==> src/rtl/serial_lg_unit.sv <==
// serial_lg_unit: bit-serial bitwise logic unit (AND / OR / NOT A / XOR).
//
// Handshake in, handshake out. One accepted operation is processed one bit
// per clock, LSB first, and the result is published all at once on entry
// to DONE.
//
// Ports:
//   clk        clock, rising edge active
//   rst        asynchronous active-high reset
//   in_valid   requester presents an operation
//   in_ready   block can accept an operation (IDLE)
//   a, b       operands, WIDTH bits
//   s1, s0     op select: 00 AND, 01 OR, 10 NOT A, 11 XOR
//   out_valid  f and z hold a completed result (DONE)
//   out_ready  consumer takes the result
//   f          result, WIDTH bits
//   z          1 when f is all zeros
//   busy       operation in progress (SHIFT)
module serial_lg_unit #(
    parameter int unsigned WIDTH = 8
) (
    input  logic             clk,
    input  logic             rst,
    input  logic             in_valid,
    output logic             in_ready,
    input  logic [WIDTH-1:0] a,
    input  logic [WIDTH-1:0] b,
    input  logic             s1,
    input  logic             s0,
    output logic             out_valid,
    input  logic             out_ready,
    output logic [WIDTH-1:0] f,
    output logic             z,
    output logic             busy
);

    localparam int unsigned CW = $clog2(WIDTH) + 1;

    typedef enum logic [1:0] {
        StIdle,
        StShift,
        StDone
    } state_e;

    state_e           state_q, state_d;
    logic [CW-1:0]    cnt_q, cnt_d;
    logic [WIDTH-1:0] a_q, a_d;
    logic [WIDTH-1:0] b_q, b_d;
    logic [1:0]       op_q, op_d;
    logic [WIDTH-1:0] acc_q, acc_d;
    logic [WIDTH-1:0] f_q, f_d;
    logic             z_q, z_d;

    logic             res_bit;
    logic [WIDTH-1:0] acc_next;
    logic             last;

    // Captured operands are shifted right each SHIFT cycle, so bit 0 is
    // always the current bit; avoids a variable-index mux.
    always_comb begin
        res_bit = 1'b0;
        unique case (op_q)
            2'b00: res_bit = a_q[0] & b_q[0];
            2'b01: res_bit = a_q[0] | b_q[0];
            2'b10: res_bit = ~a_q[0];
            2'b11: res_bit = a_q[0] ^ b_q[0];
            default: res_bit = 1'b0;
        endcase
    end

    // New bit enters at the MSB; after WIDTH shifts the first bit sits at bit 0.
    assign acc_next = {res_bit, acc_q[WIDTH-1:1]};
    assign last     = (cnt_q == CW'(WIDTH - 1));

    always_comb begin
        state_d = state_q;
        cnt_d   = cnt_q;
        a_d     = a_q;
        b_d     = b_q;
        op_d    = op_q;
        acc_d   = acc_q;
        f_d     = f_q;
        z_d     = z_q;
        unique case (state_q)
            StIdle: begin
                if (in_valid) begin
                    a_d     = a;
                    b_d     = b;
                    op_d    = {s1, s0};
                    cnt_d   = '0;
                    acc_d   = '0;
                    state_d = StShift;
                end
            end
            StShift: begin
                a_d   = a_q >> 1;
                b_d   = b_q >> 1;
                acc_d = acc_next;
                cnt_d = cnt_q + CW'(1);
                if (last) begin
                    f_d     = acc_next;
                    z_d     = ~|acc_next;
                    state_d = StDone;
                end
            end
            StDone: begin
                if (out_ready) begin
                    state_d = StIdle;
                end
            end
            default: state_d = StIdle;
        endcase
    end

    always_ff @(posedge clk or posedge rst) begin
        if (rst) begin
            state_q <= StIdle;
            cnt_q   <= '0;
            a_q     <= '0;
            b_q     <= '0;
            op_q    <= '0;
            acc_q   <= '0;
            f_q     <= '0;
            z_q     <= 1'b0;
        end else begin
            state_q <= state_d;
            cnt_q   <= cnt_d;
            a_q     <= a_d;
            b_q     <= b_d;
            op_q    <= op_d;
            acc_q   <= acc_d;
            f_q     <= f_d;
            z_q     <= z_d;
        end
    end

    assign in_ready  = (state_q == StIdle);
    assign busy      = (state_q == StShift);
    assign out_valid = (state_q == StDone);
    assign f         = f_q;
    assign z         = z_q;

endmodule

==> config.mk <==
export PLATFORM = sky130hd
export DESIGN_NAME = serial_lg_unit
export DESIGN_NICKNAME = d
export VERILOG_FILES = /design/src/rtl/serial_lg_unit.sv
export SDC_FILE = /design/constraint.sdc
export NUM_CORES = 1
export LEC_CHECK = 0
export CAP_MARGIN = 15
export CELL_PAD_IN_SITES_DETAIL_PLACEMENT = 1
export CELL_PAD_IN_SITES_GLOBAL_PLACEMENT = 1
export CORE_UTILIZATION = 52
export CTS_CLUSTER_SIZE = 24
export DETAILED_ROUTE_END_ITERATION = 12
export DONT_BUFFER_PORTS = 1
export PLACE_DENSITY = 0.93
export SLEW_MARGIN = 25
export SYNTH_ARGS = -nofsm -noshare
export SYNTH_HDL_FRONTEND = slang
export SYNTH_SLANG_ARGS = --single-unit
==> constraint.sdc <==
create_clock -name clk -period 3.8 [get_ports clk]
set_clock_uncertainty 0.05 [all_clocks]
set_input_delay 0.38 -clock clk [delete_from_list [all_inputs] [get_ports clk]]
set_output_delay 0.38 -clock clk [all_outputs]
set_load 0.05 [all_outputs]
# == After elaboration in Yosys (flattened, before gate mapping) ==
# Index checks and enable logic that the tools add are counted.
# classes
add_sub_neg,1
n_eq_ne,9
n_mux,13
bitwise,4
reduce_logical,9
# op_table
op,count
$pmux W8 S2,3
$mux W8,3
$pmux W4 S2,1
$reduce_or A8 Y1,1
$eq A2 B2 Y1 const B,3
$mux W2,3
$pmux W2 S3,1
$reduce_and A2 Y1,3
$add A4 B1 Y4 const B,1
$eq A2 B1 Y1 const B,2
$eq A4 B3 Y1 const B,1
$logic_not A2 Y1,2
$mux W4,1
$ne A2 B1 Y1 const B,2
$pmux W1 S4,1
$reduce_and A3 Y1,1
$ne A2 B2 Y1 const B,1
$reduce_bool A2 Y1,1
$and A1 B1 Y1,1
$logic_not A1 Y1,1
$not A1 Y1,1
$or A1 B1 Y1,1
$xor A1 B1 Y1,1
# totals
regBits,41
input_bits,22
out_inout_bits,12
elab_cells,44

# == Depth between registers and ports, before layout ==
# depth
ltp_word,4
depth_mapped,6
depth_no_buf,5

# == Least setup slack after synthesis ==
# OpenSTA, ideal clock, no wires.
# synth_path
path_type,flip-flop to output port
start,register state_q[1]
end,output out_valid
arrival_ns,1.176
t_required_ns,3.370
path_slack_ns,2.194
path_stages_with_launch,2
path_buffers,0
path_cell_list,dfrtp_1 nor2b_1
# synth_via
elab_chain_len,1
# synth_rtl
item,line_no,source
from (decl),45,"state_e state_q, state_d;"
from (signal assigned),117,state_q <= StIdle;
from (signal assigned),126,state_q <= state_d;
$eq A2 B2 Y1,139,assign out_valid = (state_q == StDone);
to (decl),30,"output logic out_valid,"
# No other way between the ends.

# == Worst setup path in the final report ==
# layout_path
start,register state_q[1]
end,output busy
# layout_via
elab_chain_len,1
# layout_rtl
item,line_no,source
$eq A2 B1 Y1,138,assign busy = (state_q == StShift);
to (decl),34,output logic busy
# No other way between the ends.

==> metrics.md <==
| Metric | Value |
|---|---|
| Status | `complete, no violations` |
| Met2 layer usage reported by global route | `41.1%` |
| I/O pin cnt | `34` |
| Fin crit share | `61.9%` |
| Vias/cell | `5.85` |
| Worst Path Required | `3.37 ns` |
| Die Width | `roughly 60 µm` |
| Setup TNS | `0 ns` |
| Worst setup SP type | `register` |
| Nets@finish | `191` |
| GRT Total Usage | `22.8%` |
| Worst Setup SP | `state_q[1]` |
| # fillers | `slightly below 400` |
| Worst slew margin | `34.1%` |
| Critical Path End | `busy` |
| Initial core utilization | `54.4%` |
| Die ar. | `3760 µm²` |
| Fmax | `425 MHz` |
| GR peak layer | `met2` |
| Clock sink count | `40` |
| Residual DRC count | `0` |
| Leak pwr | `0.000891 µW` |
| Synth-to-Final Area Change | `3.01%` |
| CTS resizes | `0` |
| Post-route cell area | `1880 µm²` |
| Netlist cell types | `28` |
| Crit path capture type | `primary output` |
| Tmin final | `~2.4 ns` |
| Crit path max fanout | `24` |
| Max IR drop VDD | `329 µV` |
| GRT met1 Usage | `23.1%` |
| Initial antenna violation count | `0` |
| Final wirelength | `3.66 mm` |
| Total count of hold-check failures in the final report | `0` |
| Number of global-route vias before repair | `1364` |
| H-tree Lvls | `2` |
| RSZ-0062 raised after global routing | `false` |
| Pins Over Slew Limit | `0` |
| GRT overflow | `0` |
| N_diodes | `0` |
| Die H | `61.3 µm` |
| Routed Antenna Nets | `0` |
| Synth Cell Area | `1830 µm²` |
| Commonest non-fill, non-tap cells in the layout | `dfrtp_1, nand2_1, o22ai_1` |
| # hold bufs at CTS | `1` |
| Pin count of the biggest net entering global routing | `between 40 and 50` |
| Register Area | `around 1000 µm²` |
| Worst slew pin tran | `0.986 ns` |
| Most common cell after layout, fill and taps aside | `dfrtp_1` |
| Register-to-Register Path Depth | `4` |
| 1st-pass router iterations | `3` |
| Yosys reg bits | `40` |
| Dpl hpwl | `2.49 mm` |
| Skew-Pair Late Insertion Delay | `0.36 ns` |
| Crit Path Category | `register to primary output` |
| Critical Path AT | `1.92 ns` |
| Site Rows | `21` |
| Area of the multi-input gates | `714 µm²` |
| Synthesized net count | `191` |
| Worst hold path type | `input pin to register` |
| Sequential share of the synthesized area | `54.7%` |
| Port Buffers | `0` |
| Core ar. | `between 3000 and 4000 µm²` |
| Post-CTS setup buffers | `0` |
| Worst flop-to-flop path endpoint | `cnt_q[3]` |
| Synth Instances | `~170` |
| Worst-path clk slew | `0.12 ns` |
| Root Driver | `clkbuf_4` |
| Via Count | `1246` |
| Flop2flop setup slack | `1.74 ns` |
| Total power | `1850 µW` |
| Setup Viol. Count Final | `0` |
| Met3 Use GR | `9.87%` |
| Reg2Reg Launch Point | `state_q[1]` |
| First-pass GRT wire length | `6.05 mm` |
| CTS buffer count | `5` |
| Longest Clk Path Bufs | `2` |
| RePlAce Congestion | `0.722` |
| Max capacitance violation total | `0` |
| Power per cell area | `between 900 and 1000 nW/µm²` |
| Synthesized area per cell | `11.0 µm²` |
| Syn. warnings | `0` |
| CTS tree | `yes` |
| Layout cells sized above 1 | `14.4%` |
| DR WL/cell | `17.2 µm` |
| Placed inst area | `1810 µm²` |
| Initial DRC Count | `30` |
-- sequential cells by signal, indices dropped and copies added, names as in the netlist --
signal	cells
f	8
acc_q	7
a_q	8
b_q	8
cnt_q	4
op_q	2
z	1
state_q	2
-- cell usage after synthesis, drive strengths merged --
cell / count / area (µm²)
mux2i: 2 / 20.0
o21ai: 4 / 20.0
inv: 6 / 25.0
nand2: 27 / 101
nor4: 1 / 6.26
nor2b: 1 / 6.26
nand3: 10 / 50.1
mux4: 1 / 22.5
ha: 3 / 37.5
mux2: 9 / 135
o2bb2ai: 1 / 8.76
a31oi: 2 / 12.5
o22ai: 14 / 87.6
a21o: 1 / 7.51
nor3: 13 / 65.1
nand3b: 1 / 7.51
and3b: 1 / 8.76
buf: 10 / 88.8
nand4: 2 / 12.5
nor2: 14 / 68.8
or3b: 1 / 11.3
dfrtp: 40 / 1000
nor3b: 1 / 18.8
nand2b: 1 / 6.26
-- metrics by stage --
stage | worst slack [ns] | cells | hold slack [ns] | util, %
2_1_floorplan | 2.19 | 166 | 0.401 | -
3_3_place_gp | 1.81 | 204 | 0.362 | 53.9
3_5_place_dp | 1.72 | 204 | 0.378 | 53.9
4_1_cts | 1.40 | 213 | 0.0548 | 56.0
5_1_grt | 1.31 | 213 | 0.0494 | 56.0
6_report | 1.45 | 213 | 0.0680 | 56.0
-- worst min-delay path by stage --
stage          slack (ns)  cells past startpoint  endpoint     start
5_1_grt              0.05                      2   op_q[1]        s1
6_report             0.07                      2    b_q[7]      b[7]
3_3_place_gp         0.36                      2      f[3]       rst
2_1_floorplan        0.40                      1  cnt_q[3]  cnt_q[3]
4_1_cts              0.05                      2    b_q[7]      b[7]
3_5_place_dp         0.38                      2      f[3]       rst
-- critical path, cell delays in order, from the launching register on --
cell and delay (ns):
dfrtp_1 0.45, nand2b_1 0.59, inv_4 0.54
-- where the power goes --
group          total, µW  switching (µW)  internal, µW  leakage [µW]
Sequential           925             303           622      0.000495
Combinational        698             409           289      0.000358
Clock                229             141          88.1     0.0000380
Total               1850             854           999      0.000891
-- cell type report --
cell class	count	share of cell area (%)
clock buffers	6	2.72
flip-flops and latches	40	53.1
multi-input cells	110	37.9
repair buffers	3	1.33
well taps	46	3.05
clock inverters	2	0.531
inverters	6	1.33
-- logic make-up (layout without fill, tap and decap cells) --
group | count (synthesis) | in the layout | synth area share, %
and+or+nand+nor | 73 | 73 | 19.8
adders and majority gates | 3 | 3 | 2.05
buffers and inverters | 16 | 17 | 6.22
DFF | 40 | 40 | 54.7
muxes | 12 | 12 | 9.71
AOI/OAI and AO/OA | 22 | 22 | 7.46
-- metal layers --
| layer | share of wire, % | vias up |
|---|---|---|
| li1 | - | 580 |
| met1 | 41 | 627 |
| met2 | 51 | 31 |
| met3 | 5.9 | 8 |
| met4 | 1.8 | 0 |
| met5 | 0 | - |
Power figures use the tool's default switching activity.
